$ cat src/rtl/debug_pkg.sv
// Shared definitions for the debug UART transmitter: FSM encodings,
// frame constants and the byte selector for the 5-byte debug frame.
package debug_pkg;

  // Frame-level sequencer states
  typedef enum logic [2:0] {
    IDLE,
    START,
    DATA,
    STOP,
    DONE
  } state_t;

  // Byte serializer states
  typedef enum logic [1:0] {
    SER_IDLE,
    SER_START,
    SER_DATA,
    SER_STOP
  } ser_state_t;

  localparam logic [4:0] HEADER      = 5'b10100;
  localparam int         FRAME_BYTES = 5;

  // Byte idx of the frame: header {HEADER, mode}, then data MSB byte first
  function automatic logic [7:0] frame_byte(input logic [2:0]  m,
                                            input logic [31:0] d,
                                            input logic [2:0]  idx);
    logic [7:0] b;
    case (idx)
      3'd0:    b = {HEADER, m};
      3'd1:    b = d[31:24];
      3'd2:    b = d[23:16];
      3'd3:    b = d[15:8];
      default: b = d[7:0];
    endcase
    return b;
  endfunction

endpackage

$ cat src/rtl/uart_byte_tx.sv
// Single-byte UART serializer: start bit, 8 data bits LSB first, stop bit.
// A go seen during the last stop-bit cycle chains the next byte with no gap.
module uart_byte_tx
  import debug_pkg::*;
#(
  parameter int CLKS_PER_BIT = 4
) (
  input  logic       CLK,
  input  logic       RST,
  input  logic       i_go,
  input  logic [7:0] i_byte,
  output logic       o_tx,
  output logic       o_done,
  output logic       o_in_stop
);

  localparam int CNT_W = (CLKS_PER_BIT > 1) ? $clog2(CLKS_PER_BIT) : 1;
  localparam logic [CNT_W-1:0] CNT_MAX = CNT_W'(CLKS_PER_BIT - 1);

  ser_state_t       r_state;
  logic [CNT_W-1:0] r_cnt;
  logic [2:0]       r_bit;
  logic [7:0]       r_shift;
  logic             r_tx;
  logic             w_bit_end;

  assign w_bit_end = (r_cnt == CNT_MAX);
  assign o_done    = (r_state == SER_STOP) && w_bit_end;
  assign o_in_stop = (r_state == SER_STOP);
  assign o_tx      = r_tx;

  // Bit timing and line drive; tx is registered so the line never glitches
  always_ff @(posedge CLK) begin
    if (RST) begin
      r_state <= SER_IDLE;
      r_cnt   <= '0;
      r_bit   <= '0;
      r_tx    <= 1'b1;
    end else begin
      case (r_state)
        SER_IDLE: begin
          if (i_go) begin
            r_shift <= i_byte;
            r_tx    <= 1'b0;
            r_cnt   <= '0;
            r_bit   <= '0;
            r_state <= SER_START;
          end
        end
        SER_START: begin
          if (w_bit_end) begin
            r_cnt   <= '0;
            r_tx    <= r_shift[0];
            r_state <= SER_DATA;
          end else begin
            r_cnt <= r_cnt + 1'b1;
          end
        end
        SER_DATA: begin
          if (w_bit_end) begin
            r_cnt <= '0;
            if (r_bit == 3'd7) begin
              r_tx    <= 1'b1;
              r_bit   <= '0;
              r_state <= SER_STOP;
            end else begin
              r_bit   <= r_bit + 3'd1;
              r_tx    <= r_shift[1];
              r_shift <= {1'b0, r_shift[7:1]};
            end
          end else begin
            r_cnt <= r_cnt + 1'b1;
          end
        end
        SER_STOP: begin
          if (w_bit_end) begin
            r_cnt <= '0;
            if (i_go) begin
              r_shift <= i_byte;
              r_tx    <= 1'b0;
              r_state <= SER_START;
            end else begin
              r_tx    <= 1'b1;
              r_state <= SER_IDLE;
            end
          end else begin
            r_cnt <= r_cnt + 1'b1;
          end
        end
        default: r_state <= SER_IDLE;
      endcase
    end
  end

endmodule

$ cat src/rtl/debug_uart_tx.sv
// Debug UART transmitter: on a send request latches mode/data and sends a
// 5-byte frame (header + 4 payload bytes), then acknowledges with
// doneSending until the request is withdrawn.
module debug_uart_tx
  import debug_pkg::*;
#(
  parameter int freq = 50000000,
  parameter int baud = 115200
) (
  input  logic        CLK,
  input  logic        RST,
  input  logic        tx_flag,
  input  logic [2:0]  mode,
  input  logic [31:0] data_in,
  output logic        tx,
  output logic        doneSending,
  output logic        busy
);

  localparam int CLKS_PER_BIT = freq / baud;
  localparam logic [2:0] LAST_IDX = 3'(FRAME_BYTES - 1);

  state_t      r_state;
  logic [2:0]  r_idx;
  logic [2:0]  r_mode;
  logic [31:0] r_data;
  logic        r_done;
  logic        r_busy;

  logic        w_chain;
  logic        w_go;
  logic [2:0]  w_sel;
  logic [7:0]  w_byte;
  logic        w_ser_tx;
  logic        w_ser_done;
  logic        w_ser_stop;

  // Handoff to the serializer: first byte from START, later bytes chained
  // in the last stop-bit cycle of the previous byte so there is no gap
  always_comb begin
    w_chain = ((r_state == DATA) || (r_state == STOP)) && w_ser_done &&
              (r_idx != LAST_IDX);
    w_go    = (r_state == START) || w_chain;
    w_sel   = (r_state == START) ? r_idx : (r_idx + 3'd1);
    w_byte  = frame_byte(r_mode, r_data, w_sel);
  end

  uart_byte_tx #(
    .CLKS_PER_BIT(CLKS_PER_BIT)
  ) u_ser (
    .CLK      (CLK),
    .RST      (RST),
    .i_go     (w_go),
    .i_byte   (w_byte),
    .o_tx     (w_ser_tx),
    .o_done   (w_ser_done),
    .o_in_stop(w_ser_stop)
  );

  // Payload capture at frame start; later input changes are ignored
  always_ff @(posedge CLK) begin
    if ((r_state == IDLE) && tx_flag) begin
      r_mode <= mode;
      r_data <= data_in;
    end
  end

  // Frame sequencer with registered acknowledge and busy
  always_ff @(posedge CLK) begin
    if (RST) begin
      r_state <= IDLE;
      r_idx   <= '0;
      r_done  <= 1'b0;
      r_busy  <= 1'b0;
    end else begin
      case (r_state)
        IDLE: begin
          if (tx_flag) begin
            r_idx   <= '0;
            r_busy  <= 1'b1;
            r_state <= START;
          end
        end
        START: r_state <= DATA;
        DATA, STOP: begin
          if (w_ser_done) begin
            if (r_idx != LAST_IDX) begin
              r_idx   <= r_idx + 3'd1;
              r_state <= DATA;
            end else begin
              r_done  <= 1'b1;
              r_state <= DONE;
            end
          end else if (w_ser_stop) begin
            r_state <= STOP;
          end
        end
        DONE: begin
          if (!tx_flag) begin
            r_done  <= 1'b0;
            r_busy  <= 1'b0;
            r_idx   <= '0;
            r_state <= IDLE;
          end
        end
        default: r_state <= IDLE;
      endcase
    end
  end

  assign tx          = w_ser_tx;
  assign doneSending = r_done;
  assign busy        = r_busy;

endmodule

$ cat config.mk
export PLATFORM = sky130hd
export DESIGN_NAME = debug_uart_tx
export DESIGN_NICKNAME = d
export VERILOG_FILES = /design/src/rtl/debug_pkg.sv /design/src/rtl/uart_byte_tx.sv /design/src/rtl/debug_uart_tx.sv
export SDC_FILE = /design/constraint.sdc
export NUM_CORES = 1
export LEC_CHECK = 0
export CAP_MARGIN = 5
export CORE_MARGIN = 2
export CORE_UTILIZATION = 50
export CTS_CLUSTER_SIZE = 24
export DETAILED_ROUTE_END_ITERATION = 8
export HOLD_SLACK_MARGIN = 0.05
export PLACE_DENSITY = 0.74
export SETUP_SLACK_MARGIN = 0.2
export SYNTH_ARGS = -nofsm -noshare
export SYNTH_HDL_FRONTEND = slang
export SYNTH_HIERARCHICAL = 1
export SYNTH_SLANG_ARGS = --single-unit
$ cat constraint.sdc
create_clock -name CLK -period 2.69 [get_ports CLK]
set_clock_uncertainty 0.05 [all_clocks]
set_input_delay 0.538 -clock CLK [delete_from_list [all_inputs] [get_ports CLK]]
set_output_delay 0.538 -clock CLK [all_outputs]
set_load 0.05 [all_outputs]
==> impl_metrics.toml <==
[layout]
drive_gt1_share_pct = 12.3
fin_area_mm2 = 0.00417
n_antenna_cell = 0
synthToLayoutAreaGrowth_pct = 20.8
final_cell_mix = "edfxtp_1, clkdlybuf4s50_1, nand2_1"
final_common_cell = "edfxtp_1"
fin_nets = 427
nFillCells = 556

[min_path]
hold_path.class = "reg -> reg"

[drt]
viasPerCell = 6.01
drt_iter0_drc = 241
ant_nets = 0
wl_per_cell_um = 16.6
vias = 2781
firstDrtPassIters = 5
drt-total-wl_um = 7670
drc = 0

[cts]
clock-root-buffer = "clkbuf_8"
clockBufferDepth = 2
htree_levels = 3
cts.clk_slew.worst_paths_ns = 0.07
clock-sinks = 66
cts_tree = "yes"
clk_latency_ns = 0.34
cts_buffers = 9

[timing]
setup_violations = 0
relSlewSlack_pct = 59.7
tightest_slew_ns = 0.604
rsz0062_at_grt = "false"
fin_crit_ns = 2.36
fin_crit_sh_pct = 87.7
hold_viol_final = 0
final_max_slew_viol_count = 0
tns_ns = 0
fmax_mhz = 424

[flow_run]
cap_violations = 0

[status]
outcome = "finished clean"

[worst_setup_path]
reg2reg_slack_ns = 0.33
required_ns = 2.74
critical_path_class = "reg -> reg"
cp_top_family = "compound AO/OA/AOI/OAI gates"
cpPeakStageDelay_ns = 0.51
cp_max_fo = 10
slowest_stage = "or3b_4"
critPathBufInv = 1
start_kind = "register"
cp-end-kind = "register"
path_cells = "or3b_4 -> buf_4 -> mux2i_2 -> a221oi_1 -> a311o_1 -> a22o_1"
worstPathArrival_ns = 2.40

[synthesis]
ys_seq_area_share_pct = 50.7
yosysWarnings = 6
synthMuxAreaShare_pct = 1.20
synth_flop_cell = "edfxtp_1"
synth_nets = 383
synth-seq-cells = 66
synth_cell_types = 59
async_reset_ff_share_pct = 0
synth_area_mm2 = 0.00345
syn_area_per_cell_um2 = 10.3
synthCells = 334
synth_top_family_by_area = "compound AO/OA/AOI/OAI gates"
synth_edf_count = 43
synth_compound_area_share_pct = 21.7
yosys.area_share.simple_pct = 17.5
synth_xor_area_share_pct = 0.254
synth_fa_ha_area_share_pct = 3.98

[floorplanning]
dieHeight_um = 87.1
die-width_um = 87.1
die_area_mm2 = 0.00759
coreArea_mm2 = 0.00676
ios = 41
initial_core_util_pct = 51.1
fp-row-count = 30

[grt]
grt_pass1_vias = 2550
grt_max_degree = 36
grt_pass1_wl_um = 12400
grt_use_total_pct = 21.5
grt_overflow_total = 0
antenna_found_initial = 0

[placement]
gp_congestion = 0.898
placed_area_mm2 = 0.00396
place_hpwl_um = 5420
port-buffer-count = 40

[power]
leakagePower_uw = 0.00149
power_density_mw_per_mm2 = 725
ir_worst_vdd_uv = 317
[cells by family (layout without fill, tap and decap cells)]
| logic type | count (synthesis) | in the layout |
|---|---|---|
| simple gates | 114 | 114 |
| compound gates | 102 | 102 |
| flops | 66 | 66 |
| xor+xnor | 1 | 1 |
| fa+ha+maj | 11 | 11 |
| mux | 4 | 4 |
| buf+inv | 36 | 85 |
[tightest hold or removal path, delay by kind of cell (launching register included)]
family / cells / cell delay, ns
DFF: 1 / 0.32
and+or+nand+nor: 1 / 0.06
AOI/OAI and AO/OA: 1 / 0.05
[registers in the layout, summed over array words and instances (netlist names)]
signal and cells:
r_data 32, u_ser/r_cnt 9, u_ser/r_shift 8, r_idx 3
r_mode 3, r_state 3, u_ser/r_bit 3, u_ser/r_state 2
busy 1, doneSending 1, u_ser/o_tx 1
[final timing paths]
check / start / cells after the start / end
hold reg to reg: busy / 2 / busy
hold / removal: busy / 2 / busy
setup reg to reg: r_state[0] / 6 / u_ser/r_shift[6]
setup / recovery: r_state[0] / 6 / u_ser/r_shift[6]
[per-layer routing]
layer	GRT usage [%]	vias to the layer above	routed length, um	part of all wire, %
li1	-	1356	-	-
met1	29.1	1311	3450	45
met2	33.0	99	3590	47
met3	5.21	15	448	5.8
met4	9.09	0	186	2.4
met5	0	-	0	0
[Yosys cell counts (all sizes together) (3+ instances only)]
| cell | n | area share [%] |
|---|---|---|
| a221oi | 5 | 1.3 |
| nand3 | 12 | 1.7 |
| a22o | 5 | 1.3 |
| nand2 | 30 | 3.3 |
| nor3 | 4 | 0.58 |
| dfxtp | 23 | 13 |
| inv | 15 | 1.6 |
| a22oi | 4 | 0.87 |
| o221ai | 4 | 1.0 |
| a311oi | 8 | 2.0 |
| nand4 | 4 | 0.72 |
| clkbuf | 14 | 1.5 |
| a32oi | 5 | 1.3 |
| edfxtp | 43 | 37 |
| a21oi | 29 | 4.5 |
| ha | 11 | 4.0 |
| nand4b | 3 | 0.76 |
| nor2 | 25 | 2.7 |
| mux2i | 3 | 0.87 |
| nand2b | 8 | 1.4 |
| a31oi | 3 | 0.54 |
| o21ai | 13 | 2.2 |
| and3 | 4 | 0.87 |
| buf | 7 | 1.5 |
| nor2b | 10 | 1.8 |
| o22ai | 3 | 0.54 |
| o21bai | 3 | 0.65 |
| a211o | 4 | 1.0 |
[layout make-up]
cell class / instances / area (um^2) / area share [%]
flip-flops and latches: 66 / 1750 / 42.0
clock inverters: 7 / 60.1 / 1.44
inverters: 15 / 56.3 / 1.35
well taps: 80 / 100 / 2.40
repair buffers: 54 / 505 / 12.1
clock buffers: 9 / 124 / 2.97
multi-input cells: 232 / 1580 / 37.8
[what timing repair did]
item                                    in CTS  in global routing
endpoints found under the setup margin       2                  8
hold buffers                                 0                  0
gates cloned                                 0                  0
pin swaps                                    0                  0
resized for setup                            1                  4
buffers inserted                             0                  0
[report_power, final]
part / internal (uW) / switching (uW)
Sequential: 1230 / 77.4
Clock: 416 / 372
Combinational: 381 / 551
[stage by stage]
step	util [%]	setup slack, ns	total power (uW)	hold WS (ns)	instances
finish	61.8	0.332	3030	0.425	463
global route	61.8	0.220	3200	0.444	463
CTS	61.4	0.214	3030	0.431	463
detailed placement	58.6	0.150	2230	0.421	447
global placement	58.6	0.135	2210	0.405	447
floorplan	-	0.356	1980	0.393	334
No activity file was read; power rests on OpenSTA's default activity.
